--- src/rtl/gamma_pkg.sv ---
`default_nettype none
// ============================================================================
// Module      : gamma_pkg
// Description : Shared types and constants for the gamma cycle controller.
// Revision    : 1.0 - initial release
// ============================================================================
package gamma_pkg;

    // Default spike-time width (gamma period T = 2^LOG_TIME_PERIOD)
    localparam int LOG_TIME_PERIOD = 3;

    // Gamma period length for the default spike-time width
    localparam int T_VAL = 1 << LOG_TIME_PERIOD;

    // Controller states
    typedef enum logic [1:0] {
        ST_IDLE = 2'd0,
        ST_RUN  = 2'd1,
        ST_DONE = 2'd2
    } gamma_state_t;

    // Packed spike time for the default width
    typedef logic [LOG_TIME_PERIOD-1:0] spike_time_t;

endpackage : gamma_pkg
`default_nettype wire

--- src/rtl/spike_generation.sv ---
`default_nettype none
// ============================================================================
// Module      : spike_generation
// Description : Per-channel temporal spike detector. The level output is high
//               once the gamma time has reached the channel's spike time,
//               unless the channel is suppressed.
// Revision    : 1.0 - initial release
// ============================================================================
module spike_generation #(
    parameter int LOG_T = 3
) (
    input  logic             i_should_spike,  // asserted = channel suppressed
    input  logic [LOG_T:0]   i_time_val,
    input  logic [LOG_T-1:0] i_spike_time,
    output logic             o_spike_val
);

    // Unsigned compare against the zero-extended spike time; time T never wraps
    assign o_spike_val = ~i_should_spike & (i_time_val >= {1'b0, i_spike_time});

endmodule : spike_generation
`default_nettype wire

--- src/rtl/gamma_cycle_controller.sv ---
`default_nettype none
// ============================================================================
// Module      : gamma_cycle_controller
// Description : Sequences one gamma cycle. Accepts a volley of per-channel
//               spike times, steps the shared time counter 0..T-1, converts
//               each channel's level into a single spike pulse via inhibit
//               registers and applies global winner-take-all inhibition.
// Revision    : 1.0 - initial release
// ============================================================================
module gamma_cycle_controller
    import gamma_pkg::*;
#(
    parameter int N_CH  = 8,
    parameter int LOG_T = LOG_TIME_PERIOD
) (
    input  logic                  clk,
    input  logic                  rst,
    input  logic                  in_valid,
    output logic                  in_ready,
    input  logic [N_CH*LOG_T-1:0] in_times,
    input  logic [N_CH-1:0]       in_mask,
    input  logic                  step,
    input  logic                  wta_inhibit,
    output logic [LOG_T:0]        time_val,
    output logic [N_CH-1:0]       spikes,
    output logic                  busy,
    output logic                  cycle_done
);

    // Last RUN time value and the end-of-cycle marker T
    localparam logic [LOG_T:0] c_T_LAST = {1'b0, {LOG_T{1'b1}}};
    localparam logic [LOG_T:0] c_T_END  = {1'b1, {LOG_T{1'b0}}};

    gamma_state_t          r_state;
    gamma_state_t          w_state_nxt;
    logic [LOG_T:0]        r_time;
    logic [LOG_T:0]        w_time_nxt;
    logic [N_CH-1:0]       r_inhibit;
    logic [N_CH-1:0]       w_inhibit_nxt;
    logic [N_CH*LOG_T-1:0] r_times;
    logic [N_CH*LOG_T-1:0] w_times_nxt;

    logic [N_CH-1:0]       w_spike_val;
    logic [N_CH-1:0]       w_spikes;
    logic                  w_fire_en;

    // One spike detector per channel
    generate
        for (genvar gi = 0; gi < N_CH; gi++) begin : g_spike_gen
            spike_generation #(
                .LOG_T (LOG_T)
            ) u_spike_generation (
                .i_should_spike (r_inhibit[gi]),
                .i_time_val     (r_time),
                .i_spike_time   (r_times[gi*LOG_T +: LOG_T]),
                .o_spike_val    (w_spike_val[gi])
            );
        end
    endgenerate

    // Spikes are only emitted on stepped RUN cycles
    assign w_fire_en = step & (r_state == ST_RUN);
    assign w_spikes  = w_spike_val & {N_CH{w_fire_en}};

    // State, time, inhibit and latched spike-time registers
    always_ff @(posedge clk) begin
        if (rst) begin
            r_state   <= ST_IDLE;
            r_time    <= '0;
            r_inhibit <= '1;
            r_times   <= '0;
        end else begin
            r_state   <= w_state_nxt;
            r_time    <= w_time_nxt;
            r_inhibit <= w_inhibit_nxt;
            r_times   <= w_times_nxt;
        end
    end

    // Next-state, time stepping and inhibit update
    always_comb begin
        w_state_nxt   = r_state;
        w_time_nxt    = r_time;
        w_inhibit_nxt = r_inhibit;
        w_times_nxt   = r_times;
        case (r_state)
            ST_IDLE: begin
                w_time_nxt    = '0;
                w_inhibit_nxt = '1;
                if (in_valid) begin
                    w_times_nxt   = in_times;
                    w_inhibit_nxt = ~in_mask;
                    w_state_nxt   = ST_RUN;
                end
            end
            ST_RUN: begin
                if (step) begin
                    // A channel that fired is blocked for the rest of the cycle
                    w_inhibit_nxt = r_inhibit | w_spikes;
                    if (r_time == c_T_LAST) begin
                        w_time_nxt    = c_T_END;
                        w_inhibit_nxt = '1;
                        w_state_nxt   = ST_DONE;
                    end else begin
                        w_time_nxt = r_time + 1'b1;
                    end
                end
                // Lateral inhibition blocks all later spikes; time keeps running
                if (wta_inhibit) begin
                    w_inhibit_nxt = '1;
                end
            end
            ST_DONE: begin
                w_time_nxt    = '0;
                w_inhibit_nxt = '1;
                w_state_nxt   = ST_IDLE;
            end
            default: begin
                w_time_nxt    = '0;
                w_inhibit_nxt = '1;
                w_state_nxt   = ST_IDLE;
            end
        endcase
    end

    assign in_ready   = (r_state == ST_IDLE);
    assign busy       = (r_state == ST_RUN) | (r_state == ST_DONE);
    assign cycle_done = (r_state == ST_DONE);
    assign time_val   = r_time;
    assign spikes     = w_spikes;

endmodule : gamma_cycle_controller
`default_nettype wire

--- config.mk ---
export PLATFORM = sky130hd
export DESIGN_NAME = gamma_cycle_controller
export DESIGN_NICKNAME = d
export VERILOG_FILES = /design/src/rtl/gamma_pkg.sv /design/src/rtl/spike_generation.sv /design/src/rtl/gamma_cycle_controller.sv
export SDC_FILE = /design/constraint.sdc
export NUM_CORES = 1
export LEC_CHECK = 0
export ABC_AREA = 1
export CORE_ASPECT_RATIO = 0.7
export CORE_UTILIZATION = 30
export DETAILED_ROUTE_END_ITERATION = 8
export PLACE_DENSITY_LB_ADDON = 0.15
export SYNTH_ARGS = -nofsm -noshare
export SYNTH_HDL_FRONTEND = slang
export SYNTH_HIERARCHICAL = 1
export SYNTH_SLANG_ARGS = --single-unit
export TNS_END_PERCENT = 100
--- constraint.sdc ---
create_clock -name clk -period 2.4 [get_ports clk]
set_clock_uncertainty 0.15 [all_clocks]
set_input_delay 0.48 -clock clk [delete_from_list [all_inputs] [get_ports clk]]
set_output_delay 0.48 -clock clk [all_outputs]
set_load 0.01 [all_outputs]
==> run_results.csv, run 1 <==
group,metric,value,unit
cells_and_area,diodes,0,
clock_tree,cts-htree-levels,2,
clock_tree,cts_hold_buffers,0,
timing,fin_crit_sh,97.1,%
global_route,grt_pass1_wl,11.4,mm
setup_path,slowest_stage,"dfxtp_2",
drt,first_pass_iters,7,
power,ir_drop,330,uV
power,combPwrFrac,39.0,%
placed_design,dp_cells,609,
flow_run,cap_violations,0,
cells_and_area,fillers,899,
clock_tree,cts_root_buf,"clkbuf_16",
cells_and_area,drive_above_1_share,13.9,%
global_route,grt.total_usage,15.8,%
timing,finalHoldViolCount,0,
drt,drt-vias-per-instance,4.26,
logic_synthesis,synth_most_common_cell,"inv_1",
cells_and_area,nets,563,
timing,timing.final.ws_setup,0.0702,ns
global_route,globalRouteOverflowTotal,0,
logic_synthesis,avgSynthCellArea,6.14,um2
logic_synthesis,synth_top_cell_area_share,28.5,%
logic_synthesis,ys_ff_latch,38,
drt,wl,6.61,mm
die,die_y,81.0,um
power,power_density,641,nW/um2
timing,fin_tns_setup,0,ns
setup_path,r2r_cells,9,
setup_path,worstSetupPathType,"register to primary output",
drt,dr_total_vias,2635,
global_route,antenna_found_initial,0,
timing,worst_pin_slew,0.455,ns
timing,rsz0062_at_grt,"true",
drt,first_iter_violations,108,
drt,drt.antenna.violating_nets,0,
logic_synthesis,synth_area_leaders,"dfxtp_1, inv_1, ha_1, nand2_1, nor2_1",
cells_and_area,area_growth_syn_to_layout,42.5,%
cells_and_area,seq_area,764,um2
die,coreArea,8550,um2
clock_tree,cts_buffer_depth,2,
setup_path,path_cells,"buf_6 > ha_4 > inv_1 > nor2_2 > nand2_1 > nand3_1 > nand2_1 > inv_2 > nand3_2 > inv_1 > clkdlybuf4s15_2",
timing,period_needed,2.33,ns
clock_tree,cts_inserted_buffers,5,
setup_path,cp-end-kind,"primary output",
die,start_util,31.3,%
logic_synthesis,async_flop_share,0,%
placed_design,gp_congestion,0.762,
logic_synthesis,synthFlopType,"dfxtp_1",
logic_synthesis,ys_warn_count,6,
power,switching_power,0.859,mW
logic_synthesis,ys_seq_area_share,28.5,%
logic_synthesis,syn_area,2670,um2
timing,drv_slew,0,
die,dieArea,9300,um2
clock_tree,cts.clk_slew.worst_paths,0.06,ns
logic_synthesis,synth_edf_count,0,
timing,setup_viol,0,
setup_path,critical_path_required,1.77,ns
min_path,holdCritPathClass,"register to register",
timing,fmax,429,MHz
drt,avgRoutedWirePerCell,10.7,um
power,leakage,1.87,nW
drt,drc_errors,0,
setup_path,cpPeakStageDelay,0.33,ns
die,io_pins,52,
logic_synthesis,synthTopCellsByCount,"inv_1, nand2_1, nor2_1",
global_route,grt_pass1_vias,2564,
logic_synthesis,yosysTopAreaCell,"dfxtp_1",
placed_design,dpl.hpwl,4.93,mm
clock_tree,cts_tree,"done",
die,placementRows,28,
placed_design,pre_cts_slack,-0.0462,ns
min_path,holdPathStages,2,
timing,slew_headroom,69.7,%
power,switching_share,35.2,%
cells_and_area,multi_input_area,1660,um2
logic_synthesis,syn_inst,435,
logic_synthesis,ys_types,23,
power,p_int,1.58,mW
clock_tree,clkLatencyLatePin,0.29,ns
placed_design,port_buffers,51,
die,die_width,115,um
setup_path,critPathMaxFanout,5,
setup_path,crit_path_start_kind,"register",
cells_and_area,final_cells,618,
timing,fin_hold_ws,0.333,ns
clock_tree,cts.sinks,38,
setup_path,cp.arrival,1.70,ns
power,power.total,2.44,mW
logic_synthesis,syn-num-nets,501,
global_route,grt_start_max_net_pins,29,
status,status,"complete, no violations",
power,p_clk_share,27.9,%
power,power_frac_seq,33.1,%
worst max-delay path: cells and delay by family, from the launching register on:
family / cells / cell delay [ns]
adder cells (fa/ha/maj): 1 / 0.26
buffers and inverters: 5 / 0.49
flip-flops: 1 / 0.33
AND/OR/NAND/NOR: 5 / 0.32
stage by stage:
| step | util [%] | instance area (um2) |
|---|---|---|
| floorplan | - | 2670 |
| global placement | 40.4 | 3450 |
| detailed placement | 40.4 | 3450 |
| CTS | 44.3 | 3780 |
| global route | 44.6 | 3810 |
| finish | 44.6 | 3810 |
placed cells by master, fill, tap and decap left out, drive strengths merged:
master	count
ha	29
clkinv	2
o21ai	33
or2	1
nor2	78
clkbuf	8
nand3	35
clkdlybuf4s15	1
clkdlybuf4s50	43
a21oi	4
inv	106
nor3b	1
nand2	84
nand4	8
clkinvlp	1
buf	23
nor3	3
dfxtp	38
metal layers:
| metal | routed length (um) | vias to the layer above | global-route usage [%] | part of all wire (%) |
|---|---|---|---|---|
| met4 | 63 | 0 | 3.90 | 0.95 |
| met2 | 2710 | 47 | 26.4 | 41 |
| li1 | - | 1441 | - | - |
| met1 | 3520 | 1139 | 20.5 | 53 |
| met5 | 0 | - | 0 | 0 |
| met3 | 316 | 8 | 4.10 | 4.8 |
flip-flops by register name, indices dropped and copies added (netlist names):
register	cells
r_state	2
time_val	4
r_times	24
r_inhibit	8
worst paths after layout:
| kind | end | slack (ns) | from |
|---|---|---|---|
| hold reg to reg | r_times[16] | 0.33 | r_times[16] |
| setup / recovery | spikes[5] | 0.07 | time_val[2] |
| hold / removal | r_times[16] | 0.33 | r_times[16] |
| setup reg to reg | r_inhibit[5] | 0.61 | r_state[1] |
power groups by stage:
stage / sequential (mW) / clock, mW / combinational (mW)
finish: 0.809 / 0.681 / 0.953
global route: 0.823 / 0.725 / 1.11
CTS: 0.809 / 0.705 / 0.953
detailed placement: 0.822 / 0 / 0.903
global placement: 0.818 / 0 / 0.885
floorplan: 0.806 / 0 / 0.619
layout make-up:
| class | count | area share (%) |
|---|---|---|
| clock inverter | 2 | 0.329 |
| clock buffer | 6 | 3.65 |
| inverter | 107 | 10.5 |
| multi-input combinational | 276 | 43.5 |
| sequential | 38 | 20.1 |
| timing repair buffer | 69 | 18.0 |
| tap | 120 | 3.94 |
logic make-up after synthesis:
group / count (synthesis) / synth area share [%]
compound gates: 37 / 6.93
fa+ha+maj: 29 / 13.6
buf+inv: 121 / 17.6
flops: 38 / 28.5
simple gates: 210 / 33.4
what timing repair did:
item | in CTS | in global routing
hold endpoints to repair | 0 | 0
pin swaps | 0 | 3
setup endpoints to repair | 8 | 8
resized for setup | 39 | 16
setup buffers | 0 | 1
(Power assumes the default switching activity.)
==> run 2, diff against run 1 <==
--- a/config.mk
+++ b/config.mk
@@ -9,6 +9,7 @@
 export CORE_ASPECT_RATIO = 0.7
 export CORE_UTILIZATION = 30
 export DETAILED_ROUTE_END_ITERATION = 8
+export MAX_ROUTING_LAYER = met4
 export PLACE_DENSITY_LB_ADDON = 0.15
 export SYNTH_ARGS = -nofsm -noshare
 export SYNTH_HDL_FRONTEND = slang
==> run 2 against run 1 <==
  * Worst setup slack worse by 0.0013 ns
  * Largest power group unchanged
  * Register-to-register slack about the same
  * Fmax barely moved
==> run_results.csv, run 2 (synthesized netlist as in run 1, its figures left out) <==
group,metric,value,unit
global_route,antenna_found_initial,0,
die,io_pins,52,
placed_design,gp_congestion,0.772,
clock_tree,cts.clk_slew.worst_paths,0.06,ns
power,leakage,1.87,nW
setup_path,cp-end-kind,"primary output",
setup_path,critPathTopFamily,"buffers and inverters",
power,switching_share,35.2,%
cells_and_area,drive_above_1_share,13.9,%
power,switching_power,0.860,mW
die,start_util,31.3,%
drt,drt-vias-per-instance,4.28,
power,ir_drop,332,uV
min_path,hold-path-endpoint,"r_times[16]",
timing,timing.final.ws_setup,0.0688,ns
timing,rsz0062_at_grt,"true",
setup_path,slowest_stage,"dfxtp_2",
cells_and_area,regMostFlops,"r_times",
die,die_y,81.0,um
clock_tree,clkLatencyLatePin,0.29,ns
setup_path,rr_startpoint,"r_state[1]",
power,p_int,1.58,mW
clock_tree,cts_inserted_buffers,5,
power,combPwrFrac,39.1,%
cells_and_area,nets,563,
cells_and_area,mostFrequentLayoutCell,"inv_1",
drt,drt.antenna.violating_nets,0,
global_route,grt_start_max_net_pins,29,
placed_design,pre_cts_slack,-0.0462,ns
setup_path,worstSetupPathType,"register to primary output",
drt,drc_errors,0,
drt,dr_total_vias,2644,
global_route,grt.total_usage,16.3,%
cells_and_area,area_growth_syn_to_layout,42.5,%
cells_and_area,layout_common_cells,"inv_1, nand2_1, nor2_1, clkdlybuf4s50_1, dfxtp_1",
timing,setup_viol,0,
setup_path,cp.arrival,1.70,ns
setup_path,r2r_cells,9,
timing,finalHoldViolCount,0,
timing,drv_slew,0,
cells_and_area,fillers,899,
drt,avgRoutedWirePerCell,10.7,um
drt,first_iter_violations,115,
setup_path,critical_path_required,1.77,ns
flow_run,cap_violations,0,
timing,slew_headroom,69.5,%
cells_and_area,diodes,0,
clock_tree,cts.sinks,38,
status,status,"complete, no violations",
clock_tree,cts_tree,"done",
timing,fmax,429,MHz
setup_path,critPathMaxFanout,5,
global_route,globalRouteOverflowTotal,0,
die,placementRows,28,
min_path,holdCritPathClass,"register to register",
setup_path,cpPeakStageDelay,0.33,ns
die,dieArea,9300,um2
setup_path,crit_path_start_kind,"register",
clock_tree,cts_buffer_depth,2,
power,power_frac_seq,33.1,%
setup_path,r2r_end,"r_inhibit[5]",
setup_path,crit_buf_inv,5,
global_route,grt_pass1_wl,11.4,mm
drt,wl,6.61,mm
timing,period_needed,2.33,ns
timing,fin_crit_sh,97.1,%
placed_design,port_buffers,51,
min_path,hold_start,"r_times[16]",
cells_and_area,largest_reg_flops,24,
setup_path,r2r_slack,0.61,ns
clock_tree,cts_root_buf,"clkbuf_16",
clock_tree,cts-htree-levels,2,
power,power.total,2.44,mW
power,power_density,642,nW/um2
global_route,grt_pass1_vias,2562,
power,p_clk_share,27.8,%
die,die_width,115,um
timing,worst_pin_slew,0.458,ns
drt,first_pass_iters,4,
min_path,holdPathStages,2,
setup_path,path_cells,"buf_6 > ha_4 > inv_1 > nor2_2 > nand2_1 > nand3_1 > nand2_1 > inv_2 > nand3_2 > inv_1 > clkdlybuf4s15_2",
die,coreArea,8550,um2
placed_design,dpl.hpwl,4.93,mm
[run 2: cell counts in the layout (fill, tap and decap cells not counted)]
No cell type changed its count.
[run 2: layout make-up]
| type | instances | area (um2) | area share (%) |
|---|---|---|---|
| tap | 120 | 150 | 3.94 |
| inverter | 107 | 402 | 10.5 |
| sequential | 38 | 764 | 20.1 |
| clock inverter | 2 | 12.5 | 0.329 |
| multi-input combinational | 276 | 1660 | 43.5 |
| clock buffer | 6 | 139 | 3.65 |
| timing repair buffer | 69 | 686 | 18.0 |
[run 2: what timing repair did]
| action | 4_1_cts | 5_1_grt |
|---|---|---|
| pin swaps | 0 | 3 |
| buffers inserted | 0 | 1 |
| resized for setup | 39 | 16 |
| hold buffers | 0 | 0 |
| setup endpoints to repair | 8 | 8 |
[run 2: how the worst max path moves through the flow]
stage                 from         to  depth (start not counted)
6_report       time_val[2]  spikes[5]                         11
5_1_grt        time_val[0]  spikes[5]                         10
4_1_cts        time_val[0]  spikes[6]                         10
3_5_place_dp          step  spikes[5]                          5
3_3_place_gp          step  spikes[5]                          5
2_1_floorplan  time_val[3]  spikes[7]                          7
[run 2: power by group through the flow]
stage / Sequential [mW] / Clock (mW) / Combinational [mW]
after global placement: 0.818 / 0 / 0.885
after CTS: 0.809 / 0.705 / 0.953
after detailed placement: 0.822 / 0 / 0.903
after floorplan: 0.806 / 0 / 0.619
final: 0.808 / 0.679 / 0.955
after global routing: 0.823 / 0.725 / 1.11
[run 2: worst register-to-register path, cell delays in order, from the launching register on]
cell     delay [ns]
dfxtp_1        0.33
inv_1          0.08
ha_1           0.22
buf_12         0.17
inv_2          0.06
or2_0          0.37
o21ai_0        0.17
nand2_1        0.10
nand2_1        0.05
nand2_1        0.05
[run 2: per-layer routing]
metal	global-route usage (%)	routed length, um	vias to the layer above
met3	3.88	361	8
met1	20.6	3480	1141
li1	-	-	1440
met4	3.90	63	0
met2	26.4	2710	55
met5	-	0	-
[run 2: stage by stage]
stage / hold WS [ns] / cells / util [%] / setup TNS (ns) / cell area, um2
2_1_floorplan: 0.305 / 435 / - / 0 / 2670
3_3_place_gp: 0.317 / 609 / 40.4 / -0.193 / 3450
3_5_place_dp: 0.326 / 609 / 40.4 / -0.252 / 3450
4_1_cts: 0.340 / 617 / 44.3 / -0.0184 / 3780
5_1_grt: 0.365 / 618 / 44.6 / -0.116 / 3810
6_report: 0.333 / 618 / 44.6 / 0 / 3810
==> run 3, diff against run 2 <==
--- a/config.mk
+++ b/config.mk
@@ -8,6 +8,7 @@
 export ABC_AREA = 1
 export CORE_ASPECT_RATIO = 0.7
 export CORE_UTILIZATION = 30
+export CTS_BUF_LIST = sky130_fd_sc_hd__clkbuf_4
 export DETAILED_ROUTE_END_ITERATION = 8
 export MAX_ROUTING_LAYER = met4
 export PLACE_DENSITY_LB_ADDON = 0.15
==> run 3 against run 2 <==
  * Sequential power grew 0.5%
  * Highest routed layer unchanged
  * Count of clock-buffer cells in the layout shrank 1
  * Sequential share of layout area shrank 0.22 points
  * Cell area grew 1.3%
  * Wire length grew 4.1%
  * Clock power shrank 49%
  * Critical path depth is the same
  * Fmax shrank 1.7%
  * Total power shrank 11%
  * Worst setup slack lost 0.040 ns
  * Register-to-register slack lost 0.07 ns
==> run_results.csv, run 3 (synthesized netlist as in run 1, its figures left out) <==
group,metric,value,unit
cells_and_area,layout_common_cells,"inv_1, nand2_1, nor2_1, clkdlybuf4s50_1, dfxtp_1",
die,dieArea,9300,um2
setup_path,cp.arrival,1.74,ns
placed_design,gp_congestion,0.772,
die,io_pins,52,
power,leakage,1.84,nW
timing,slew_headroom,69.2,%
setup_path,critical_path_required,1.77,ns
setup_path,r2r_slack,0.54,ns
global_route,grt.total_usage,16.6,%
drt,first_pass_iters,4,
die,die_width,115,um
setup_path,crit_buf_inv,4,
power,ir_drop,367,uV
cells_and_area,mostFrequentLayoutCell,"inv_1",
timing,finalHoldViolCount,0,
drt,drt.antenna.violating_nets,0,
clock_tree,cts.clk_slew.worst_paths,0.12,ns
setup_path,cp-end-kind,"primary output",
cells_and_area,fillers,892,
clock_tree,cts_root_buf,"clkbuf_4",
setup_path,r2r_end,"r_state[1]",
cells_and_area,final_cells,622,
global_route,grt_start_max_net_pins,29,
global_route,grt_pass1_wl,11.7,mm
power,power_density,563,nW/um2
clock_tree,cts_buffer_depth,2,
power,power.total,2.17,mW
timing,worst_pin_slew,0.461,ns
timing,drv_slew,0,
status,status,"complete, no violations",
min_path,hold_start,"r_times[22]",
placed_design,dpl.hpwl,4.93,mm
clock_tree,cts.sinks,38,
cells_and_area,utilization,45.1,%
drt,wl,6.89,mm
setup_path,cpPeakStageDelay,0.35,ns
setup_path,critPathMostFrequentCell,"nand2_1",
die,coreArea,8550,um2
timing,fin_crit_sh,98.8,%
die,placementRows,28,
clock_tree,cts_inserted_buffers,5,
min_path,holdCritPathClass,"register to register",
drt,first_iter_violations,125,
setup_path,rr_startpoint,"time_val[0]",
placed_design,port_buffers,51,
setup_path,critPathTopFamily,"buffers and inverters",
timing,setup_viol,0,
cells_and_area,nets,566,
placed_design,dp_cells,609,
flow_run,cap_violations,0,
timing,period_needed,2.37,ns
timing,rsz0062_at_grt,"true",
min_path,holdPathStages,2,
cells_and_area,area_growth_syn_to_layout,44.3,%
global_route,antenna_found_initial,0,
clock_tree,cts-htree-levels,2,
min_path,hold-path-endpoint,"r_times[22]",
drt,drc_errors,0,
setup_path,worstSetupPathType,"register to primary output",
drt,dr_total_vias,2666,
timing,fmax,422,MHz
setup_path,critPathMaxFanout,11,
cells_and_area,drive_above_1_share,20.4,%
global_route,globalRouteOverflowTotal,0,
setup_path,r2r_cells,10,
clock_tree,cts_hold_buffers,0,
clock_tree,clkLatencyLatePin,0.36,ns
global_route,grt_pass1_vias,2585,
setup_path,crit_path_start_kind,"register",
cells_and_area,largest_reg_flops,24,
clock_tree,cts_tree,"done",
drt,avgRoutedWirePerCell,11.1,um
drt,drt-vias-per-instance,4.29,
setup_path,path_cells,"buf_12 > ha_4 > nand2_1 > nand2_1 > nand2_1 > nand3_2 > nand2_1 > inv_1 > nand3_2 > inv_1 > buf_2",
cells_and_area,regMostFlops,"r_times",
setup_path,slowest_stage,"dfxtp_2",
die,die_y,81.0,um
die,start_util,31.3,%
-- run 3: tightest hold or removal path: stages (launching register included) --
cell and delay (ns):
dfxtp_1 0.35, nor2_1 0.05, nor2_1 0.08
-- run 3: power by group --
part | internal, mW | total (mW) | switching (mW) | leakage, nW
clock network | 0.109 | 0.347 | 0.238 | 0.0286
registers | 0.742 | 0.812 | 0.0701 | 0.315
logic | 0.455 | 1.01 | 0.557 | 1.49
-- run 3: repair_timing --
action | in CTS | in global routing
gates resized for setup | 62 | 36
setup endpoints to repair | 8 | 9
pin swaps | 5 | 29
setup buffers | 1 | 3
cloned | 0 | 0
hold endpoints to repair | 0 | 0
-- run 3: worst max-delay path by stage --
stage	startpoint	end	slack (ns)	depth (start not counted)
floorplan	time_val[3]	spikes[7]	0.42	7
global placement	step	spikes[5]	-0.04	5
detailed placement	step	spikes[5]	-0.05	5
CTS	time_val[2]	spikes[0]	0.0009	11
global route	time_val[1]	spikes[6]	-0.10	11
finish	time_val[1]	spikes[6]	0.03	11
-- run 3: final cells by class --
class	instances	area (um2)	share of cell area, %
multi-input cells	276	1740	45.2
flip-flops and latches	38	766	19.9
well taps	120	150	3.89
repair buffers	72	741	19.2
clock buffers	5	37.5	0.973
inverters	107	402	10.4
diodes	1	2.50	0.0649
clock inverters	3	16.3	0.422
-- run 3: per-stage QoR --
step	setup slack (ns)	setup TNS (ns)	hold slack, ns	cell area [um2]
6_report	0.0288	0	0.348	3860
5_1_grt	-0.104	-0.700	0.379	3850
4_1_cts	0.000858	0	0.350	3730
3_5_place_dp	-0.0462	-0.252	0.326	3450
3_3_place_gp	-0.0390	-0.193	0.317	3450
2_1_floorplan	0.418	0	0.305	2670
-- run 3: metal layers --
metal	part of all wire, %	GRT usage (%)	up-vias
met3	4.6	3.66	5
met1	53	21.1	1166
li1	-	-	1441
met2	42	27.2	54
met4	0.73	3.51	0
met5	0	-	-
